**config.mk**
```make
export PLATFORM = sky130hd
export DESIGN_NAME = alarm_ring_ctrl
export DESIGN_NICKNAME = d
export VERILOG_FILES = /design/src/rtl/alarm_ring_ctrl.sv
export SDC_FILE = /design/constraint.sdc
export NUM_CORES = 1
export LEC_CHECK = 0
export ABC_CLOCK_PERIOD_IN_PS = 4300
export BUFFER_PORTS_ARGS = -buffer_cell sky130_fd_sc_hd__buf_2
export CAP_MARGIN = 20
export CORE_MARGIN = 1
export CORE_UTILIZATION = 44
export DETAILED_ROUTE_END_ITERATION = 10
export PLACE_DENSITY = 0.67
export REMOVE_ABC_BUFFERS = 1
export SLEW_MARGIN = 40
export SYNTH_ARGS = -nofsm -noshare
export SYNTH_HDL_FRONTEND = slang
export SYNTH_SLANG_ARGS = --single-unit
```
**constraint.sdc**
```tcl
create_clock -name clk256 -period 4.3 [get_ports clk256]
set_clock_uncertainty 0.2 [all_clocks]
set_input_delay 0.43 -clock clk256 [delete_from_list [all_inputs] [get_ports clk256]]
set_output_delay 0.43 -clock clk256 [all_outputs]
set_load 0.02 [all_outputs]
```
**src/rtl/alarm_ring_ctrl.sv**
```systemverilog
// alarm_ring_ctrl: alarm sounder sequencer (ports: clk256, reset, one_second, key, alarm_enable, current_time, alarm_time -> buzzer, ringing, snooze_active, snooze_count)
module alarm_ring_ctrl #(
  parameter int          RING_SECS   = 60,
  parameter int          SNOOZE_SECS = 540,
  parameter int          MAX_SNOOZE  = 3,
  parameter logic [7:0]  SNOOZE_KEY  = 8'h79,
  parameter logic [7:0]  STOP_KEY    = 8'h5A
) (
  input  logic        clk256,
  input  logic        reset,
  input  logic        one_second,
  input  logic [7:0]  key,
  input  logic        alarm_enable,
  input  logic [15:0] current_time,
  input  logic [15:0] alarm_time,
  output logic        buzzer,
  output logic        ringing,
  output logic        snooze_active,
  output logic [2:0]  snooze_count
);
  typedef enum logic [2:0] {DISARMED, ARMED, RINGING, SNOOZE, HOLDOFF} state_t;
  state_t state, state_n;
  logic [9:0] ring_cnt, ring_cnt_n, snooze_cnt, snooze_cnt_n;
  logic [2:0] snooze_count_n;
  logic       beep_phase, beep_n, match, match_q, press, snooze_press, stop_press;
  logic [7:0] key_q;
  assign match        = current_time == alarm_time;
  // a byte directly after the F0 prefix is a release code and never counts as a press
  assign press        = (key != key_q) && (key_q != 8'hF0);
  assign snooze_press = press && key == SNOOZE_KEY;
  assign stop_press   = press && key == STOP_KEY;
  always_ff @(posedge clk256 or posedge reset) begin
    if (reset) begin
      state        <= DISARMED;
      ring_cnt     <= '0;
      snooze_cnt   <= '0;
      snooze_count <= '0;
      beep_phase   <= 1'b0;
      key_q        <= 8'h00;
      match_q      <= 1'b0;
    end else begin
      state        <= state_n;
      ring_cnt     <= ring_cnt_n;
      snooze_cnt   <= snooze_cnt_n;
      snooze_count <= snooze_count_n;
      beep_phase   <= beep_n;
      key_q        <= key;
      match_q      <= match;
    end
  end
  // a recognised key press in the same cycle as one_second swallows the tick
  always_comb begin
    state_n        = state;
    ring_cnt_n     = ring_cnt;
    snooze_cnt_n   = snooze_cnt;
    snooze_count_n = snooze_count;
    beep_n         = beep_phase;
    if (!alarm_enable) begin
      state_n        = DISARMED;
      ring_cnt_n     = '0;
      snooze_cnt_n   = '0;
      snooze_count_n = '0;
      beep_n         = 1'b0;
    end else begin
      case (state)
        DISARMED: state_n = HOLDOFF;
        ARMED: if (match && !match_q) begin
          state_n        = RINGING;
          ring_cnt_n     = 10'(RING_SECS);
          beep_n         = 1'b1;
          snooze_count_n = '0;
        end
        RINGING: if (stop_press) state_n = HOLDOFF;
        else if (snooze_press) begin
          if (snooze_count < 3'(MAX_SNOOZE)) begin
            state_n        = SNOOZE;
            snooze_cnt_n   = 10'(SNOOZE_SECS);
            snooze_count_n = snooze_count + 3'd1;
          end
        end else if (one_second) begin
          beep_n = !beep_phase;
          if (ring_cnt == 10'd1) state_n = HOLDOFF;
          else ring_cnt_n = ring_cnt - 10'd1;
        end
        SNOOZE: if (stop_press) state_n = HOLDOFF;
        else if (one_second && !snooze_press) begin
          if (snooze_cnt == 10'd1) begin
            state_n    = RINGING;
            ring_cnt_n = 10'(RING_SECS);
            beep_n     = 1'b1;
          end else snooze_cnt_n = snooze_cnt - 10'd1;
        end
        HOLDOFF: state_n = match ? HOLDOFF : ARMED;
        default: state_n = DISARMED;
      endcase
    end
  end
  always_comb begin
    ringing       = state == RINGING;
    snooze_active = state == SNOOZE;
    buzzer        = ringing && beep_phase;
  end
endmodule

```
==> results.yml <==
drt:
  drt-total-wl_um: 5100
  dr.first_iter.drc_count: 94
  drt_pass1_iterations: 4
  drtAntennaViolNets: 0
  dr_drc_count: 0
  drt-wirelength-per-cell_um: 13.5
  avgViaCountPerCell: 5.49
  vias_after_detailed_routing: 2074
clock_network:
  tritoncts_num_sinks: 36
  ctsHoldBuffers: 0
  cts-htree-levels: 2
  post-cts-setup-buffer-count: 0
  worst_skew_late_latency_ns: 0.29
  cts_buffer_depth: 2
  cts_buffer_count: 5
  clock_tree.root_cell: "sky130_fd_sc_hd__clkbuf_8"
  post_cts_sizing: 0
  cts_tree: "yes"
  path_clk_slew_ns: 0.07
logic_synthesis:
  netlist_instances: 257
  ys.flop_type: "sky130_fd_sc_hd__dfrtp_1"
  edff_count_synth: 0
  post_synth_instance_area_um2: 2340
  synth_area_per_cell_um2: 9.10
  share_of_synthesized_registers_carrying_an_async_set_or_reset_pct: 100
  synth_seq_area_share_pct: 38.5
  synth_cell_type_count: 56
  synth-warning-count: 0
  synth-seq-cells: 36
worst_setup_path:
  max_fanout_on_critical_path: 13
  critPathTopFamily: "simple AND/OR/NAND/NOR gates"
  worst-r2r-setup-slack_ns: 1.67
  buffering_stage_count_on_the_worst_path_with_inverters_included: 1
  critical_path.reg2reg.endpoint: "ring_cnt[2]$_DFFE_PP0P_"
  cell_with_the_biggest_individual_delay_on_the_critical_path: "sky130_fd_sc_hd__dfrtp_1"
  timing.critical_path.slowest_cell_delay_ns: 0.55
  startpoint: "state[0]$_DFFE_PP0P_"
  worst_setup_path_endpoint: "ring_cnt[2]$_DFFE_PP0P_"
  setup.worst_path.start_class: "flop"
  timing.rr.start: "state[0]$_DFFE_PP0P_"
  setup.worst_path.class: "reg2reg"
  cp_num_cells: 7
  timing.critical_path.required_ns: 4.33
  worst-r2r-cell-count: 7
  arrival_ns: 2.65
  end_kind: "flop"
  timing.critical_path.cells: "inv_1, nand3_1, a2bb2oi_1, a31oi_4, or4b_4, a31o_1, nand2_1"
layout:
  multiInputGateArea_um2: 1340
  n_antenna_cell: 0
  count_of_filler_cells_inserted_in_the_layout: 455
  drive_above_1_share_pct: 23.4
  nets: 356
  final-instance-count-excl-fill: 378
  areaGrowthSynthToFinish_pct: 18.3
  mostFrequentLayoutCell: "sky130_fd_sc_hd__buf_2"
  layout_common_cells: "49 x sky130_fd_sc_hd__buf_2, 36 x sky130_fd_sc_hd__dfrtp_1, 25 x sky130_fd_sc_hd__o21ai_0"
  area.sequential_um2: 901
floorplan:
  fp.coreArea_um2: 5110
  die_w_um: 74.9
  die_height_um: 74.9
  floorplan.io_pins: 50
  floorplan.rows: 26
  dieArea_um2: 5610
  initial_core_util_pct: 45.8
timing:
  grt_setup_unrepaired: "false"
  worst-slew-pin-transition_ns: 0.641
  finalWorstPathRequiredPeriod_ns: 2.63
  timing_max_transition_violations_final: 0
  fin_tns_setup_ns: 0
  timing.max_slew.rel_slack_pct: 57.0
  post_route_clock_period_utilization_pct: 61.1
  setup_violations: 0
  timing_hold_violations_final: 0
  clock.fmax_mhz: 381
global_route:
  first_global_vias: 1883
  global_route.usage.total_pct: 19.5
  antenna_violations_before_repair: 0
  grt_max_degree: 37
  grt_pass1_wl_um: 8300
  overflow: 0
placed_design:
  port-buffer-count: 49
  placedCellCount: 370
  detail_placement_hpwl_um: 3770
  globalplace.congestion: 0.854
power:
  power_density_nw_per_um2: 313
  p_leak_nw: 1.27
  max_rail_drop_vdd_mv: 0.184
flow_run:
  drv.max_cap_violation_count: 0
worst_hold_path:
  hold_path_class: "in2async"
run_status:
  status: "finished, final reports clean"
## cells by family after synthesis
group / Yosys count / share of synthesized area, %
DFF: 36 / 38.5
muxes: 3 / 1.34
and+or+nand+nor: 90 / 21.9
adders and majority gates: 5 / 2.68
xor gates and xnor gates: 24 / 8.99
buffers and inverters: 21 / 4.01
AOI/OAI and AO/OA: 78 / 22.5
## registers in the layout (all words and copies together) (netlist names)
register and cells:
key_q 8, snooze_cnt 10, ring_cnt 10, state 3, beep_phase 1, snooze_count 3
match_q 1
## cell type report
type,instances,share of cell area [%]
clock inverter,1,1.09
multi-input combinational,200,48.6
tap,70,3.17
sequential,36,32.6
timing repair buffer,50,9.14
clock buffer,7,3.48
inverter,14,1.99
## through the flow
stage               cell area [um2]  total power, mW  util (%)  hold WS, ns  worst slack [ns]
floorplan                      2300            0.489         -        0.249              1.92
global route                   2770            0.914      54.2       0.0725              1.43
CTS                            2770            0.875      54.2       0.0411              1.68
global placement               2640            0.545      51.7        0.260              1.46
finish                         2770            0.867      54.2       0.0243              1.67
detailed placement             2640            0.546      51.7        0.277              1.38
## Yosys cell counts (all sizes together), types with 2 or more instances
master | n | share of area [%]
a21oi | 15 | 3.4
a31o | 3 | 1.1
a31oi | 2 | 1.2
and3 | 2 | 0.53
and4 | 2 | 0.75
buf | 5 | 1.3
clkbuf | 2 | 0.32
dfrtp | 36 | 39
ha | 5 | 2.7
inv | 14 | 2.4
mux2i | 2 | 0.86
nand2 | 23 | 4.0
nand2b | 6 | 1.6
nand3 | 12 | 3.1
nand3b | 2 | 0.64
nand4 | 4 | 1.1
nand4b | 2 | 0.75
nor2 | 15 | 2.4
nor3 | 4 | 1.1
nor4 | 9 | 2.9
o211ai | 3 | 0.96
o21a | 2 | 0.64
o21ai | 26 | 5.6
o21bai | 2 | 0.64
o22a | 3 | 1.1
o31a | 2 | 0.75
o31ai | 7 | 2.2
o41ai | 5 | 1.9
or2 | 3 | 0.91
xnor2 | 8 | 3.0
xor2 | 16 | 6.0
## worst register-to-register path, cell delays in order (launching register included)
cell and delay [ns]:
sky130_fd_sc_hd__dfrtp_1 0.55, sky130_fd_sc_hd__inv_1 0.18, sky130_fd_sc_hd__nand3_1 0.38, sky130_fd_sc_hd__a2bb2oi_1 0.18
sky130_fd_sc_hd__a31oi_4 0.28, sky130_fd_sc_hd__or4b_4 0.53, sky130_fd_sc_hd__a31o_1 0.20, sky130_fd_sc_hd__nand2_1 0.06
## power by group
group	switching [mW]	leakage (nW)	internal (mW)
Clock	0.121	0.0645	0.205
Combinational	0.0900	0.741	0.0664
Sequential	0.0270	0.468	0.358
## how the worst min path moves through the flow
| stage | startpoint | to | slack (ns) | cells past startpoint |
|---|---|---|---|---|
| 6_report | reset | snooze_cnt[7]$_DFFE_PP0P_ | 0.02 | 3 |
| 5_1_grt | key[2] | key_q[2]$_DFF_PP0_ | 0.07 | 1 |
| 4_1_cts | reset | snooze_cnt[8]$_DFFE_PP0P_ | 0.04 | 3 |
| 3_5_place_dp | snooze_cnt[1]$_DFFE_PP0P_ | snooze_cnt[1]$_DFFE_PP0P_ | 0.28 | 2 |
| 3_3_place_gp | snooze_cnt[1]$_DFFE_PP0P_ | snooze_cnt[1]$_DFFE_PP0P_ | 0.26 | 2 |
| 2_1_floorplan | snooze_cnt[1]$_DFFE_PP0P_ | snooze_cnt[1]$_DFFE_PP0P_ | 0.25 | 2 |
## metal layers
metal | GRT usage, % | share of wire [%] | vias to the layer above | wire length [um]
li1 | - | - | 1048 | -
met1 | 26.0 | 49 | 950 | 2500
met2 | 31.7 | 44 | 66 | 2220
met3 | 4.42 | 5.8 | 10 | 294
met4 | 6.29 | 1.7 | 0 | 85
met5 | 0 | 0 | - | 0
Note: power is estimated with default switching activity, not from simulation.
